<file path="src/rtl/multdiv_bus_reader_if.sv">
// ============================================================================
// Module   : multdiv_bus_reader_if
// Purpose  : Request/result bundle between the multdiv control FSM, the result
//            bus sources and the bus reader.
// Revision : 1.0  initial release
// ============================================================================
`default_nettype none

interface multdiv_bus_reader_if #(
   parameter int NUM_SRC = 2,
   parameter int SEL_W   = 1
);
   logic                 req;
   logic [SEL_W-1:0]     src_sel;
   logic                 is_div;
   logic                 div_zero;
   // Shared result bus; a source drives it only while its out_en bit is high.
   logic [63:0]          bus;
   logic [NUM_SRC-1:0]   out_en;
   logic                 busy;
   logic                 done;
   logic [31:0]          result;
   logic [31:0]          result_hi;
   logic                 exception;
   logic [NUM_SRC-1:0]   src_clr;

   modport master (
      output req, src_sel, is_div, div_zero, bus,
      input  out_en, busy, done, result, result_hi, exception, src_clr
   );

   modport slave (
      input  req, src_sel, is_div, div_zero, bus,
      output out_en, busy, done, result, result_hi, exception, src_clr
   );
endinterface

`default_nettype wire

</file>
<file path="src/rtl/multdiv_bus_reader.sv">
// ============================================================================
// Module   : multdiv_bus_reader
// Purpose  : Enables one result-bus source, waits SETTLE cycles, captures the
//            64-bit bus and returns result, upper word and exception flag.
//            Optional macro MULTDIV_RD_CLR_EN enables the src_clr pulse.
// Revision : 1.0  initial release
// ============================================================================
`default_nettype none

module multdiv_bus_reader #(
   parameter int NUM_SRC = 2,
   parameter int SEL_W   = 1,
   parameter int SETTLE  = 1
) (
   input  logic                  clk,
   input  logic                  clr,
   multdiv_bus_reader_if.slave   rd
);

   localparam int                CNT_W      = (SETTLE > 1) ? $clog2(SETTLE) : 1;
   localparam logic [CNT_W-1:0]  SETTLE_M1  = CNT_W'(SETTLE - 1);
   localparam logic [SEL_W:0]    NUM_SRC_L  = (SEL_W + 1)'(NUM_SRC);

   typedef enum logic [1:0] {
      S_IDLE    = 2'd0,
      S_DRIVE   = 2'd1,
      S_CAPTURE = 2'd2,
      S_DONE    = 2'd3
   } state_t;

   state_t               state_q, state_d;
   logic [CNT_W-1:0]     cnt_q, cnt_d;
   logic [SEL_W-1:0]     sel_q, sel_d;
   logic                 valid_q, valid_d;
   logic                 is_div_q, is_div_d;
   logic                 div_zero_q, div_zero_d;
   logic [NUM_SRC-1:0]   out_en_q, out_en_d;
   logic [31:0]          result_q, result_d;
   logic [31:0]          result_hi_q, result_hi_d;
   logic                 exc_q, exc_d;
   logic [NUM_SRC-1:0]   w_onehot;
   logic                 w_sel_ok;

   assign w_sel_ok = ({1'b0, rd.src_sel} < NUM_SRC_L);

   always_ff @(posedge clk) begin
      if (clr) begin
         state_q     <= S_IDLE;
         cnt_q       <= '0;
         sel_q       <= '0;
         valid_q     <= 1'b0;
         is_div_q    <= 1'b0;
         div_zero_q  <= 1'b0;
         out_en_q    <= '0;
         result_q    <= '0;
         result_hi_q <= '0;
         exc_q       <= 1'b0;
      end else begin
         state_q     <= state_d;
         cnt_q       <= cnt_d;
         sel_q       <= sel_d;
         valid_q     <= valid_d;
         is_div_q    <= is_div_d;
         div_zero_q  <= div_zero_d;
         out_en_q    <= out_en_d;
         result_q    <= result_d;
         result_hi_q <= result_hi_d;
         exc_q       <= exc_d;
      end
   end

   always_comb begin
      state_d     = state_q;
      cnt_d       = cnt_q;
      sel_d       = sel_q;
      valid_d     = valid_q;
      is_div_d    = is_div_q;
      div_zero_d  = div_zero_q;
      result_d    = result_q;
      result_hi_d = result_hi_q;
      exc_d       = exc_q;

      case (state_q)
         S_IDLE, S_DONE: begin
            state_d = S_IDLE;
            if (rd.req) begin
               state_d    = S_DRIVE;
               cnt_d      = SETTLE_M1;
               sel_d      = rd.src_sel;
               valid_d    = w_sel_ok;
               is_div_d   = rd.is_div;
               div_zero_d = rd.div_zero;
            end
         end
         S_DRIVE: begin
            if (cnt_q == '0) begin
               state_d = S_CAPTURE;
            end else begin
               cnt_d = cnt_q - CNT_W'(1);
            end
         end
         S_CAPTURE: begin
            state_d = S_DONE;
            if (valid_q) begin
               result_d    = rd.bus[31:0];
               result_hi_d = rd.bus[63:32];
               // Multiply: the 64-bit product must be the sign extension of its low word.
               exc_d       = is_div_q ? div_zero_q
                                      : (rd.bus[63:32] != {32{rd.bus[31]}});
            end else begin
               result_d    = '0;
               result_hi_d = '0;
               exc_d       = 1'b1;
            end
         end
         default: begin
            state_d = S_IDLE;
         end
      endcase
   end

   // Drive enable follows the next state so it is a clean register output.
   always_comb begin
      w_onehot = '0;
      for (int i = 0; i < NUM_SRC; i++) begin
         w_onehot[i] = (sel_d == SEL_W'(i));
      end
      out_en_d = '0;
      if (((state_d == S_DRIVE) || (state_d == S_CAPTURE)) && valid_d) begin
         out_en_d = w_onehot;
      end
   end

   assign rd.out_en    = out_en_q;
   assign rd.busy      = (state_q == S_DRIVE) || (state_q == S_CAPTURE);
   assign rd.done      = (state_q == S_DONE);
   assign rd.result    = result_q;
   assign rd.result_hi = result_hi_q;
   assign rd.exception = exc_q;

`ifdef MULTDIV_RD_CLR_EN
   logic [NUM_SRC-1:0] src_clr_q;

   // out_en during CAPTURE is exactly the consumed source (zero for a bad select).
   always_ff @(posedge clk) begin
      if (clr) begin
         src_clr_q <= '0;
      end else if (state_q == S_CAPTURE) begin
         src_clr_q <= out_en_q;
      end else begin
         src_clr_q <= '0;
      end
   end

   assign rd.src_clr = src_clr_q;
`else
   assign rd.src_clr = '0;
`endif

   a_out_en_onehot0 : assert property (@(posedge clk) disable iff (clr) $onehot0(rd.out_en));
   a_out_en_idle    : assert property (@(posedge clk) disable iff (clr)
                                       (!rd.busy) |-> (rd.out_en == '0));

endmodule

`default_nettype wire

</file>
<file path="src/flat_wrapper.sv">
// flat-port wrapper written by rule: the top's interface ports become plain ports
module multdiv_bus_reader_flat 
#(
   parameter int NUM_SRC = 2,
   parameter int SEL_W   = 1,
   parameter int SETTLE  = 1
)
  (clk, clr, rd_req, rd_src_sel, rd_is_div, rd_div_zero, rd_bus, rd_out_en, rd_busy, rd_done, rd_result, rd_result_hi, rd_exception, rd_src_clr);
  multdiv_bus_reader_if #(.NUM_SRC(NUM_SRC), .SEL_W(SEL_W)) rd_i ();
  input  logic clk;
  input  logic clr;
  input wire logic [$bits(rd_i.req)-1:0] rd_req;
  input wire logic [$bits(rd_i.src_sel)-1:0] rd_src_sel;
  input wire logic [$bits(rd_i.is_div)-1:0] rd_is_div;
  input wire logic [$bits(rd_i.div_zero)-1:0] rd_div_zero;
  input wire logic [$bits(rd_i.bus)-1:0] rd_bus;
  output wire logic [$bits(rd_i.out_en)-1:0] rd_out_en;
  output wire logic [$bits(rd_i.busy)-1:0] rd_busy;
  output wire logic [$bits(rd_i.done)-1:0] rd_done;
  output wire logic [$bits(rd_i.result)-1:0] rd_result;
  output wire logic [$bits(rd_i.result_hi)-1:0] rd_result_hi;
  output wire logic [$bits(rd_i.exception)-1:0] rd_exception;
  output wire logic [$bits(rd_i.src_clr)-1:0] rd_src_clr;
  assign rd_i.req = rd_req;
  assign rd_i.src_sel = rd_src_sel;
  assign rd_i.is_div = rd_is_div;
  assign rd_i.div_zero = rd_div_zero;
  assign rd_i.bus = rd_bus;
  assign rd_out_en = rd_i.out_en;
  assign rd_busy = rd_i.busy;
  assign rd_done = rd_i.done;
  assign rd_result = rd_i.result;
  assign rd_result_hi = rd_i.result_hi;
  assign rd_exception = rd_i.exception;
  assign rd_src_clr = rd_i.src_clr;
  multdiv_bus_reader #(.NUM_SRC(NUM_SRC), .SEL_W(SEL_W), .SETTLE(SETTLE)) u_core (.clk(clk), .clr(clr), .rd(rd_i));
endmodule
</file>
<file path="config.mk">
export PLATFORM = sky130hd
export DESIGN_NAME = multdiv_bus_reader_flat
export DESIGN_NICKNAME = d
export VERILOG_FILES = /design/src/rtl/multdiv_bus_reader_if.sv /design/src/rtl/multdiv_bus_reader.sv /design/src/flat_wrapper.sv
export SDC_FILE = /design/constraint.sdc
export NUM_CORES = 1
export LEC_CHECK = 0
export BUFFER_PORTS_ARGS = -buffer_cell sky130_fd_sc_hd__buf_2
export CAP_MARGIN = 30
export CORE_MARGIN = 2
export CORE_UTILIZATION = 35
export CTS_CLUSTER_SIZE = 16
export DETAILED_ROUTE_END_ITERATION = 7
export PLACE_DENSITY = 0.62
export SETUP_SLACK_MARGIN = 0.1
export SLEW_MARGIN = 20
export SYNTH_ARGS = -nofsm -noshare
export SYNTH_HDL_FRONTEND = slang
export SYNTH_SLANG_ARGS = --single-unit
</file>
<file path="constraint.sdc">
create_clock -name clk -period 3.7 [get_ports clk]
set_input_delay 0.925 -clock clk [delete_from_list [all_inputs] [get_ports clk]]
set_output_delay 0.925 -clock clk [all_outputs]
set_load 0.02 [all_outputs]
</file>
# After elaboration in Yosys (flattened, before gate mapping)
# Index checks and enable logic that the tools add are counted.
[word_totals]
register_bits = 74
input_bits = 70
output_inout_bits = 71
[classes]
addsub = 1
eq_ne = 7
mux = 14
bitwise = 2
n_reduce_logical = 9
[ops]
columns = ["cell", "n"]
rows = [
  ["32-bit 2-to-1 mux", 2],
  ["32-bit != test", 1],
  ["1-bit 2-to-1 mux", 9],
  ["2-bit equality test (second input constant)", 3],
  ["2-bit one-hot mux with 3 select lines", 1],
  ["2-bit by 1-bit equality test with 1-bit output (second input constant)", 2],
  ["2-bit AND reduction", 2],
  ["2-bit OR reduction", 2],
  ["2-bit zero test", 1],
  ["1-bit logical OR", 2],
  ["2-bit 2-to-1 mux", 1],
  ["2-bit != test (second input constant)", 1],
  ["1-bit NOT", 2],
  ["1-bit one-hot mux with 2 select lines", 1],
  ["2-bit nonzero test", 1],
  ["1-bit logical AND", 1],
  ["1-bit subtractor (second input constant)", 1],
]

# Longest topological paths before layout
[logic_depth]
depth_word = 8
depth_mapped = 8
depth_no_buf = 6

# Worst setup path before layout
# Ideal clock, no wire load.
[synth_timing]
kind = "input port to flip-flop"
start = "in rd_bus[31]"
end = "reg u_core.exc_q, in the netlist u_core.rd.exception"
setup_time_ps = 130
arrival_time_ps = 1794
setup_slack_ps = 1776
path_stages = 5
n_path_buf = 1
cell_sequence = "buf_6 > nand2_1 > or3_1 > a222oi_1 > a21oi_1"
[synth_between]
elab_chain_len = 3
[synth_lines]
columns = ["item", "line", "source"]
rows = [
  ["start, declared", "flat_wrapper.sv:16", "input wire logic [$bits(rd_i.bus)-1:0] rd_bus;"],
  ["32-bit != test", "multdiv_bus_reader.sv:109", ": (rd.bus[63:32] != {32{rd.bus[31]}});"],
  ["1-bit 2-to-1 mux", "multdiv_bus_reader.sv:108", "exc_d = is_div_q ? div_zero_q"],
  ["1-bit 2-to-1 mux", "multdiv_bus_reader.sv:104", "if (valid_q) begin"],
  ["end signal, assigned", "multdiv_bus_reader.sv:57", "exc_q <= 1'b0;"],
  ["end signal, assigned", "multdiv_bus_reader.sv:68", "exc_q <= exc_d;"],
  ["end, declared", "multdiv_bus_reader.sv:40", "logic exc_q, exc_d;"],
]
# No other way between the ends.
# A chain may end at the register's enable or synchronous reset.

# Worst setup path in the final report
[layout_timing]
start = "reg u_core.state_q[0]"
end = "out rd_busy"
[layout_between]
elab_chain_len = 2
word_cells_on_any_way = 3
cone_classes = "eq/ne (2); reduce/logical (1)"
[layout_lines]
columns = ["item", "line", "source"]
rows = [
  ["start, declared", "multdiv_bus_reader.sv:31", "state_t state_q, state_d;"],
  ["start signal, assigned", "multdiv_bus_reader.sv:59", "state_q <= state_d;"],
  ["2-bit by 1-bit equality test with 1-bit output or 2-bit equality test (tied branches)", "multdiv_bus_reader.sv:135", "assign rd.busy = (state_q == S_DRIVE) || (state_q == S_CAPTURE);"],
  ["1-bit logical OR *", "multdiv_bus_reader.sv:135", ""],
  ["end, declared", "flat_wrapper.sv:18", "output wire logic [$bits(rd_i.busy)-1:0] rd_busy;"],
]
# Every way passes the cells marked *; elsewhere a longest branch is shown, timed or not.

==> impl_summary.md <==
Status
The run finished with clean final reports.

Clocking
TritonCTS built the clock tree. The tree is rooted in a sky130_fd_sc_hd__clkbuf_8. The longest clock path from root to sink contains 2 buffers.

The post-CTS setup buffer count is 0. The number of buffers created by CTS is 9. After clock tree synthesis, the flow added hold-fix buffers numbering 0. The maximum level of the CTS H-tree is 3.

Post-CTS repair changed the size of 0 cells. The number of sinks handled by clock tree synthesis is 73. At the later pin of the worst-skew pair, clock insertion delay measures 0.33 ns. After clock tree synthesis, the clock-pin slew on the worst setup and hold paths is 0.07 ns.

Timing
Between clock sinks in the finished design, the worst skew comes to 0.00820 ns. The post-route worst setup slack is 1.46 ns. Setup repair after global routing left no endpoint under its margin. The fraction of the cycle the final worst path needs is 0.605. Setup violations remaining at the end of the flow were counted as 0. The setup total negative slack is 0 ns. The final-report hold violation count is 0. The measured slew at the worst slew-check pin is 0.800 ns. Measured against its own limit, the worst slew margin works out to 0.467. The worst path in the final design needs a cycle of 2.24 ns, including I/O delays and setup.

Derived from the worst setup path, the maximum achievable clock frequency is 447 MHz. The final max-slew violation count is 0.

Detailed routing
The number of remaining DRC errors is 0. The routed wire length is 7530 µm. The count of nets left with antenna violations once routing finished came out at 0. The total via count in the routed design is 2,788. After detailed routing, the average wire length per cell comes to 12.7 µm. The average via count per standard cell is 4.70. For this block, the initial DRC count from the detailed router was 68.

The first detailed-routing pass took 4 iterations.

Global route
The number of global-route vias before repair came to 2,543. For this run the aggregate overflow at the end of global routing stands at 0. The combined global-route utilization of all metal layers is 0.167. The number of antenna violations at the first check in global routing came to 0. Entering global routing, the biggest net connects 69 pins.

The global-route wire length before repair is 11,800 µm.

Layout
The multi-input gate area in the final layout is 1320 µm². In the final layout, the share of cells above drive strength 1 is 0.328. The post-layout net count is 556.

The area growth from synthesis to layout is 34.1%. The repair_antennas step left the layout with diodes totalling 0. Across the whole layout, storage elements account for 1460 µm². The count of cells in the finished layout, fillers not included, comes to 593. After routing the design area is 3890 µm². After filler insertion, the fill cell instance count of the layout stands at 828.

Place
The post-placement worst setup slack is 1.56 ns. In this run the tool buffered the top-level ports with 138 buffer cells. Counting tap cells, the placed design contains a total of 577 instances.

The HPWL after detailed placement is 5240 µm. The routability-driven placement congestion ratio is 0.748. The placement-stage cell area is 3640 µm².

Critical path
STA classifies the critical path endpoint as an output pin. Data arrives at the worst endpoint at 1.31 ns. STA puts the critical path data required time at 2.77 ns.

The worst setup path is launched from a flop. The class of the most critical setup path is reg2out. Along the worst path, the maximum fanout reaches 6.

Yosys
After synthesis, the cell types taking the most area are sky130_fd_sc_hd__dfxtp_1 50%, sky130_fd_sc_hd__nor2b_1 14%, sky130_fd_sc_hd__a21oi_1 12%. The cell area after technology mapping is 2900 µm². The number of instances in the synthesized netlist is 354. The number of different library cells used by synthesis comes to 25. The synthesis warning total is 0.

By count the netlist is led by 73 x sky130_fd_sc_hd__dfxtp_1, 73 x sky130_fd_sc_hd__nor2_1, 71 x sky130_fd_sc_hd__a21oi_1, 65 x sky130_fd_sc_hd__nor2b_1, 13 x sky130_fd_sc_hd__clkbuf_1. Of the post-synthesis cell area, the dominant cell type holds 0.503. The commonest register cell after synthesis is sky130_fd_sc_hd__dfxtp_1. The number of synthesized register bits is 73. The most area-hungry cell type in the Yosys netlist is sky130_fd_sc_hd__dfxtp_1. Of the synthesized area, sequential elements account for 0.503. Counting flops with a built-in enable in the synthesized netlist gives 0.

The fraction of registers with async set/reset is 0. Averaged over all synthesized cells, the footprint is 8.20 µm².

Die
After floorplanning, the core was sized to cover 8130 µm². The die footprint is 9040 µm². The initial core utilization is 0.357. The height of the chip is 95.1 µm.

The standard-cell row count is 33. The die span in x is 95.1 µm. Pin placement for this block handled 141 I/O pins.

Power
The peak supply drop is 0.196 mV. The cell leakage power is 1.91 nW. The power per standard cell area is 460 nW/µm².

Flow run
The max-capacitance violation count is 0.

Worst hold path
The classification of the worst-slack hold path is reg2reg.
==> per-layer routing <==
layer / share of wire / up-vias / GRT usage
li1: - / 1415 / -
met1: 0.46 / 1273 / 0.211
met2: 0.45 / 93 / 0.269
met3: 0.084 / 7 / 0.0553
met4: 0.0070 / 0 / 0.0507
met5: 0 / - / 0
==> per-stage QoR <==
stage / hold WS, ns / util / power (mW)
after detailed placement: 0.461 / 0.448 / 1.11
after global placement: 0.441 / 0.448 / 1.10
final: 0.467 / 0.478 / 1.79
after floorplan: 0.431 / - / 1.00
after global routing: 0.485 / 0.478 / 1.88
after CTS: 0.471 / 0.476 / 1.81
==> worst paths after layout <==
check	from	end	slack [ns]	cells past startpoint
setup / recovery	u_core.state_q[0]$_SDFF_PP0_	rd_busy	1.46	4
hold / removal	u_core.div_zero_q$_SDFFE_PP0P_	u_core.div_zero_q$_SDFFE_PP0P_	0.47	2
setup reg to reg	u_core.state_q[0]$_SDFF_PP0_	u_core.rd.out_en[0]$_SDFF_PP0_	2.02	6
hold reg to reg	u_core.div_zero_q$_SDFFE_PP0P_	u_core.div_zero_q$_SDFFE_PP0P_	0.47	2
==> sequential cells by signal (all words and copies together), names as in the netlist <==
name and cells:
u_core.rd.result 32, u_core.rd.result_hi 32, u_core.rd.out_en 2, u_core.state_q 2, u_core.div_zero_q 1, u_core.is_div_q 1, u_core.rd.exception 1, u_core.sel_q 1
u_core.valid_q 1
==> report_power, final <==
part | internal (mW) | leakage (nW) | total [mW] | switching (mW)
Sequential | 0.817 | 0.590 | 0.832 | 0.0149
Combinational | 0.0917 | 1.20 | 0.256 | 0.164
Clock | 0.432 | 0.116 | 0.701 | 0.269
Total | 1.34 | 1.91 | 1.79 | 0.448
==> worst max-delay path, cell delays in order, from the launching register on <==
cell	delay (ns)
sky130_fd_sc_hd__dfxtp_1	0.33
sky130_fd_sc_hd__inv_1	0.05
sky130_fd_sc_hd__ha_2	0.36
sky130_fd_sc_hd__inv_1	0.09
sky130_fd_sc_hd__buf_2	0.17
==> final cells by class <==
cell class                      count  area share
Sequential cell                    73       0.376
Multi-Input combinational cell    255       0.340
Timing Repair Buffer              143       0.190
Tap cell                          105      0.0338
Clock inverter                      2      0.0154
Clock buffer                       13      0.0434
Inverter                            2     0.00193
==> placed cells by master (no fill, tap or decap) <==
cell                        Yosys  routed
sky130_fd_sc_hd__ha_1           2       1
sky130_fd_sc_hd__bufinv_16      0       2
sky130_fd_sc_hd__a222oi_1       1       1
sky130_fd_sc_hd__nor2_1        73      73
sky130_fd_sc_hd__mux2i_1        1       1
sky130_fd_sc_hd__nand2b_1       1       1
sky130_fd_sc_hd__buf_12         0       1
sky130_fd_sc_hd__nand3_1       10      10
sky130_fd_sc_hd__or3_1          4       4
sky130_fd_sc_hd__nand4_1        3       3
sky130_fd_sc_hd__clkbuf_8       0      12
sky130_fd_sc_hd__nand4_4        1       1
sky130_fd_sc_hd__nor2b_1       65      65
sky130_fd_sc_hd__nand2_1        9       9
sky130_fd_sc_hd__nand3b_1       1       1
sky130_fd_sc_hd__nor4_1         4       4
sky130_fd_sc_hd__and2_2         0       1
sky130_fd_sc_hd__nand4b_1       1       1
sky130_fd_sc_hd__dfxtp_1       73      73
sky130_fd_sc_hd__a21oi_1       71      71
sky130_fd_sc_hd__and2_1         2       1
sky130_fd_sc_hd__clkbuf_1      13       1
sky130_fd_sc_hd__ha_2           0       1
sky130_fd_sc_hd__nor3_1         4       4
sky130_fd_sc_hd__buf_2          8     138
sky130_fd_sc_hd__inv_1          2       2
sky130_fd_sc_hd__conb_1         1       2
sky130_fd_sc_hd__buf_4          2       4
==> kinds of logic after synthesis <==
kind of cell | share of synthesized area
AND/OR/NAND/NOR | 0.313
flip-flops | 0.503
AO/OA/AOI/OAI | 0.126
buffers and inverters | 0.0440
adder cells (fa/ha/maj) | 0.00862
multiplexers | 0.00345
other | 0.00129
Power figures use the tool's default switching activity.
